--- config.mk ---
export PLATFORM = sky130hd
export DESIGN_NAME = pet_io_hub
export DESIGN_NICKNAME = d
export VERILOG_FILES = /design/src/rtl/pet_io_pkg.sv /design/src/rtl/pet_io_irqctl.sv /design/src/rtl/pet_io_hub.sv
export SDC_FILE = /design/constraint.sdc
export NUM_CORES = 1
export LEC_CHECK = 0
export CAP_MARGIN = 20
export CORE_MARGIN = 4
export CORE_UTILIZATION = 43
export DETAILED_ROUTE_END_ITERATION = 6
export PLACE_DENSITY = 0.88
export SYNTH_ARGS = -nofsm -noshare
export SYNTH_HDL_FRONTEND = slang
export SYNTH_SLANG_ARGS = --single-unit
--- constraint.sdc ---
create_clock -name clk -period 4.2 [get_ports clk]
set_input_delay 0.84 -clock clk [delete_from_list [all_inputs] [get_ports clk]]
set_output_delay 0.84 -clock clk [all_outputs]
set_load 0.01 [all_outputs]
--- src/rtl/pet_io_pkg.sv ---
// Shared constants for the PET I/O hub: IRQ register map,
// unmapped read value and slot-count limit.
package pet_io_pkg;

  typedef enum logic [1:0] {
    IRQ_PEND  = 2'd0,
    IRQ_MASK  = 2'd1,
    IRQ_MODE  = 2'd2,
    IRQ_CLEAR = 2'd3
  } irq_reg_e;

  localparam logic [7:0] UNMAPPED_DATA = 8'hFF;
  localparam int         MAX_DEV       = 8;

endpackage

--- src/rtl/pet_io_irqctl.sv ---
// Interrupt controller: per-source mask, level/edge mode,
// edge-pending latch with write-1-to-clear, registered irq.
module pet_io_irqctl
  import pet_io_pkg::*;
#(
  parameter int NUM_DEV = 4
) (
  input  logic               clk,
  input  logic               reset_n,
  input  logic               wr_en,
  input  logic [1:0]         reg_sel,
  input  logic [7:0]         wdata,
  input  logic [NUM_DEV-1:0] dev_irq,
  output logic               irq,
  output logic [7:0]         rdata
);

  logic [NUM_DEV-1:0] mask_q, mask_d;
  logic [NUM_DEV-1:0] mode_q, mode_d;
  logic [NUM_DEV-1:0] epend_q, epend_d;
  logic [NUM_DEV-1:0] prev_q;
  logic [NUM_DEV-1:0] clr, rise, pending;
  logic               irq_q, irq_d;

  always_comb begin
    mask_d = mask_q;
    mode_d = mode_q;
    clr    = '0;
    if (wr_en) begin
      unique case (irq_reg_e'(reg_sel))
        IRQ_PEND:  ;
        IRQ_MASK:  mask_d = wdata[NUM_DEV-1:0];
        IRQ_MODE:  mode_d = wdata[NUM_DEV-1:0];
        IRQ_CLEAR: clr    = wdata[NUM_DEV-1:0];
      endcase
    end
    rise = dev_irq & ~prev_q;
    // set beats clear; leaving edge mode drops the latched bit
    epend_d = ((epend_q & ~clr) | rise) & mode_d;
    pending = (dev_irq & ~mode_q) | epend_q;
    irq_d   = |(((dev_irq & ~mode_d) | epend_d) & mask_d);
  end

  always_comb begin
    rdata = '0;
    unique case (irq_reg_e'(reg_sel))
      IRQ_PEND:  rdata[NUM_DEV-1:0] = pending;
      IRQ_MASK:  rdata[NUM_DEV-1:0] = mask_q;
      IRQ_MODE:  rdata[NUM_DEV-1:0] = mode_q;
      IRQ_CLEAR: rdata = '0;
    endcase
  end

  always_ff @(posedge clk or negedge reset_n) begin
    if (!reset_n) begin
      mask_q  <= '1;
      mode_q  <= '0;
      epend_q <= '0;
      prev_q  <= '0;
      irq_q   <= 1'b0;
    end else begin
      mask_q  <= mask_d;
      mode_q  <= mode_d;
      epend_q <= epend_d;
      prev_q  <= dev_irq;
      irq_q   <= irq_d;
    end
  end

  assign irq = irq_q;

endmodule

--- src/rtl/pet_io_hub.sv ---
// PET I/O region hub: one-hot slot decode, latency-programmable read
// pipeline with rdy wait, IRQ controller. PET_IO_OPENBUS_EN: open-bus latch.
module pet_io_hub
  import pet_io_pkg::*;
#(
  parameter int NUM_DEV = 4,
  parameter int ADDR_W  = 11,
  parameter int SLOT_AW = 4,
  parameter int RD_LAT  = 1
) (
  input  logic                 clk,
  input  logic                 reset_n,
  input  logic                 ce,
  input  logic [ADDR_W-1:0]    addr,
  input  logic                 we,
  input  logic [7:0]           data_in,
  output logic [7:0]           data_out,
  output logic                 rdy,
  output logic                 irq,
  output logic [NUM_DEV-1:0]   dev_strobe,
  output logic                 dev_we,
  output logic [SLOT_AW-1:0]   dev_addr,
  output logic [7:0]           dev_wdata,
  input  logic [8*NUM_DEV-1:0] dev_rdata,
  input  logic [NUM_DEV-1:0]   dev_irq
);

  localparam int HB_W = ADDR_W - SLOT_AW;

  if (NUM_DEV < 1 || NUM_DEV > MAX_DEV || NUM_DEV > HB_W ||
      RD_LAT < 1 || RD_LAT > 4) begin : g_bad_cfg
    $error("pet_io_hub: illegal parameter set");
  end

  logic [HB_W-1:0]    hb;
  logic [NUM_DEV-1:0] hit;
  logic               accepted;
  logic [7:0]         and_data, rd_data, open_data, irq_rdata;
  logic [1:0]         cnt_q, cnt_d;
  logic [7:0]         hold_q, hold_d;
  logic [7:0]         dout_q, dout_d;

  assign hb         = addr[ADDR_W-1:SLOT_AW];
  assign hit        = hb[NUM_DEV-1:0];
  assign rdy        = (cnt_q == 2'd0);
  assign accepted   = ce & rdy;
  assign dev_strobe = {NUM_DEV{accepted}} & hit;
  assign dev_we     = we;
  assign dev_addr   = addr[SLOT_AW-1:0];
  assign dev_wdata  = data_in;

  pet_io_irqctl #(.NUM_DEV(NUM_DEV)) u_irqctl (
    .clk     (clk),
    .reset_n (reset_n),
    .wr_en   (accepted & we & (hb == '0)),
    .reg_sel (addr[1:0]),
    .wdata   (data_in),
    .dev_irq (dev_irq),
    .irq     (irq),
    .rdata   (irq_rdata)
  );

  // aliased slots wire-AND their read data
  always_comb begin
    and_data = 8'hFF;
    for (int i = 0; i < NUM_DEV; i++) begin
      if (hit[i]) and_data = and_data & dev_rdata[8*i +: 8];
    end
    if (|hit)            rd_data = and_data;
    else if (hb == '0)   rd_data = irq_rdata;
    else                 rd_data = open_data;
  end

  always_comb begin
    cnt_d  = cnt_q;
    hold_d = hold_q;
    dout_d = dout_q;
    if (accepted && !we) begin
      if (RD_LAT == 1) begin
        dout_d = rd_data;
      end else begin
        hold_d = rd_data;
        cnt_d  = 2'(RD_LAT - 1);
      end
    end else if (cnt_q == 2'd1) begin
      dout_d = hold_q;
      cnt_d  = 2'd0;
    end else if (cnt_q != 2'd0) begin
      cnt_d = cnt_q - 2'd1;
    end
  end

  always_ff @(posedge clk or negedge reset_n) begin
    if (!reset_n) begin
      cnt_q  <= 2'd0;
      hold_q <= UNMAPPED_DATA;
      dout_q <= UNMAPPED_DATA;
    end else begin
      cnt_q  <= cnt_d;
      hold_q <= hold_d;
      dout_q <= dout_d;
    end
  end

  assign data_out = dout_q;

`ifdef PET_IO_OPENBUS_EN
  logic [7:0] bus_q, bus_d;
  logic       rd_done;

  assign rd_done = (RD_LAT == 1) ? (accepted & ~we) : (cnt_q == 2'd1);

  always_comb begin
    bus_d = bus_q;
    if (accepted && we) bus_d = data_in;
    else if (rd_done)   bus_d = dout_d;
  end

  always_ff @(posedge clk or negedge reset_n) begin
    if (!reset_n) bus_q <= UNMAPPED_DATA;
    else          bus_q <= bus_d;
  end

  assign open_data = bus_q;
`else
  assign open_data = UNMAPPED_DATA;
`endif

endmodule

==> run metrics <==
share of Yosys cell area claimed by the top area cell type=0.217; Arrival @ worst endpoint=between 2 and 2.5 ns; clock net sink count=27; sequential share of the synthesized area=0.400; area of the core=0.00377 mm²; final net count=around 310; fraction of power spent switching nets=0.267; vias in the first global route=1,670; drt initial violations=39; Post-Synthesis Net Count=246; peak supply drop=144 µV; setup slack of the worst register-to-register path=1.81 ns; number of diodes added for antenna fixing=0; cell-by-cell trace of the critical path=clkdlybuf4s50_1 > clkdlybuf4s50_1; FF-to-FF Start=cnt_q[0]; number of max-slew violations in the final report=0; kind of launch point of the worst setup path=input pin; Gate Count Post-Synth=185; number of synthesis warnings=0; count of buffers added by post-CTS timing repair for setup=0; beginning of the critical path=addr[0]; worst slack, placed=0.937 ns; Resized cells post-CTS=0; measured slew at the worst slew-check pin=0.639 ns; max-capacitance violation count=0; number of antenna violations at the first check in global routing=0; status=complete, no violations; num rows=22; cell with the biggest individual delay on the critical path=sky130_fd_sc_hd__clkdlybuf4s50_1; detailed-routing iteration count for the pre-antenna-repair pass=4; per-cell routed wire length=17.3 µm; filler instances=335; post-detailed-placement half-perimeter wirelength=3930 µm; worst-case clock buffer depth=2; number of buffers created by CTS=3; number of top-level pins=86; endpoint type of the worst setup path=output port; Clock Latency Late Sink=0.28 ns; Via Count=1,680; minimum period implied by the final worst setup slack=~3.2 ns; final hold violation count=0; Placed Instance Area=0.00241 mm²; H-Tree Level Count=1; CP dominant cell by count=sky130_fd_sc_hd__clkdlybuf4s50_1; overall die area=0.00510 mm²; cell type group with the largest total delay on the critical path=buffers and inverters; number of buffers inserted for hold repair after clock tree synthesis=0; cell-internal power=between 0.0004 and 0.0005 W; Final setup violation count=0; Main synth FF type=sky130_fd_sc_hd__dfrtp_1; share of flip-flops with an asynchronous set or reset after synthesis=1.00; RSZ-0062 raised after global routing=false; Pwr Density=between 200 and 250 mW/mm²; Post-Synthesis Mean Instance Area=between 9 and 10 µm²; total length of routed wires=about 5000 µm; area growth from synthesis to layout=43.7%; data required time of the critical path=3.36 ns; global-route usage over all layers=0.201; synth unique cells=43; biggest area consumer among synthesized cells=sky130_fd_sc_hd__dfrtp_1; final setup skew=0.00283 ns; Switch Pwr=0.000165 W; worst hold-check path type=reg -> reg; Leak Pwr=between 0.9 and 1 nW; number of enable flip-flop cells after synthesis=0; area of the mapped netlist=0.00173 mm²; wire length of the first global-routing pass=8260 µm; clock slew seen by the registers of the worst setup and hold paths=0.10 ns; final worst-path cycle share=0.760; cell area after layout=approximately 0.0025 mm²; residual overflow from global routing=0; total negative slack for setup checks=0 ns; Final WS setup=a little over 1 ns; fraction of power consumed by combinational cells=0.278; share of cells above drive strength 1=0.122; Buffers & Inverters on Critical Path=2; Via-to-Cell Ratio=5.71; portion of total power attributed to sequential cells=0.472; maximum number of pins on one net before global-route repair=24; buffer type at the clock tree root=sky130_fd_sc_hd__clkbuf_8; antenna viol nets, final=0; cell types with the largest area share after synthesis=sky130_fd_sc_hd__dfrtp_1 22%, sky130_fd_sc_hd__dfstp_2 18%, sky130_fd_sc_hd__o22ai_1 5.8%; hold path startpoint=data_out[4]; Seq cells post-synth=27; final weighted congestion of routability-driven global placement=about 0.81; list of most frequent post-synthesis cells=16 x sky130_fd_sc_hd__o22ai_1, 15 x sky130_fd_sc_hd__dfrtp_1, 15 x sky130_fd_sc_hd__nor2_1, 13 x sky130_fd_sc_hd__buf_4, 12 x sky130_fd_sc_hd__dfstp_2; clock tree from TritonCTS=built; Peak Freq=0.313 GHz; relative contribution of the clock network to total power=0.250; count of unresolved DRC violations after routing=0; worst setup path class=in -> out; Max stage delay on crit path=approximately 0.85 ns; vertical extent of the die=71.4 µm; initial core utilization=0.458; Relative slew margins=0.571; most common cell in the synthesized netlist=sky130_fd_sc_hd__o22ai_1; count of input and output buffers=between 70 and 80; Die W=71.4 µm; crit path max fanout=15
[area by class of cell]
class,instances,area (µm²),share of cell area
inverters,14,52.6,0.0212
repair buffers,76,773,0.311
clock inverters,1,7.51,0.00302
flip-flops and latches,27,691,0.278
clock buffers,3,41.3,0.0166
multi-input cells,125,857,0.345
well taps,48,60.1,0.0242
[power by group through the flow]
stage / clock (W) / sequential [W] / combinational (W)
floorplan: 0 / 0.000302 / 0.0000654
global placement: 0 / 0.000296 / 0.000166
detailed placement: 0 / 0.000297 / 0.000169
finish: 0.000155 / 0.000292 / 0.000172
CTS: 0.000157 / 0.000293 / 0.000170
global route: 0.000164 / 0.000295 / 0.000186
[registers in the layout, indices dropped and copies added, names as in the netlist]
name              count
data_out              8
u_irqctl.epend_q      4
u_irqctl.mask_q       4
u_irqctl.mode_q       4
u_irqctl.prev_q       4
cnt_q                 2
u_irqctl.irq          1
[metrics by stage]
step           utilization  hold WS (ns)  power (W)  cells
5_1_grt              0.658         0.549   0.000644    294
4_1_cts              0.651         0.530   0.000620    293
3_3_place_gp         0.638         0.467   0.000462    289
6_report             0.658         0.531   0.000619    294
2_1_floorplan            -         0.450   0.000368    185
3_5_place_dp         0.638         0.485   0.000466    289
[cell families after synthesis]
group | after synthesis | share of synthesized area
AOI/OAI and AO/OA | 51 | 0.218
adders and majority gates | 2 | 0.0145
buffers and inverters | 33 | 0.104
DFF | 27 | 0.400
muxes | 10 | 0.0666
and+or+nand+nor | 62 | 0.197
[per-layer routing]
metal  global-route usage  share of wire
met4               0.0543          0.012
met3               0.0547           0.10
met1                0.252           0.42
met2                0.341           0.47
met5                    0              0
[cells in the final DEF (no fill, tap or decap), types with 7 or more instances in the layout]
master / Yosys / routed
sky130_fd_sc_hd__clkdlybuf4s50_1: 0 / 73
sky130_fd_sc_hd__dfrtp_1: 15 / 15
sky130_fd_sc_hd__dfstp_2: 12 / 12
sky130_fd_sc_hd__inv_1: 10 / 10
sky130_fd_sc_hd__nand2_1: 8 / 8
sky130_fd_sc_hd__nor2_1: 15 / 15
sky130_fd_sc_hd__nor2b_1: 10 / 10
sky130_fd_sc_hd__nor3_1: 11 / 11
sky130_fd_sc_hd__o22a_1: 7 / 7
sky130_fd_sc_hd__o22ai_1: 16 / 16
[path summary, 6_finish.rpt]
kind / end / cells past startpoint
min: data_out[4] / 1
max reg2reg: u_irqctl.irq / 7
min in group asynchronous: u_irqctl.prev_q[1] / 1
min reg2reg: data_out[4] / 1
max in group asynchronous: data_out[2] / 3
max: dev_addr[0] / 2
(Power assumes the default switching activity.)
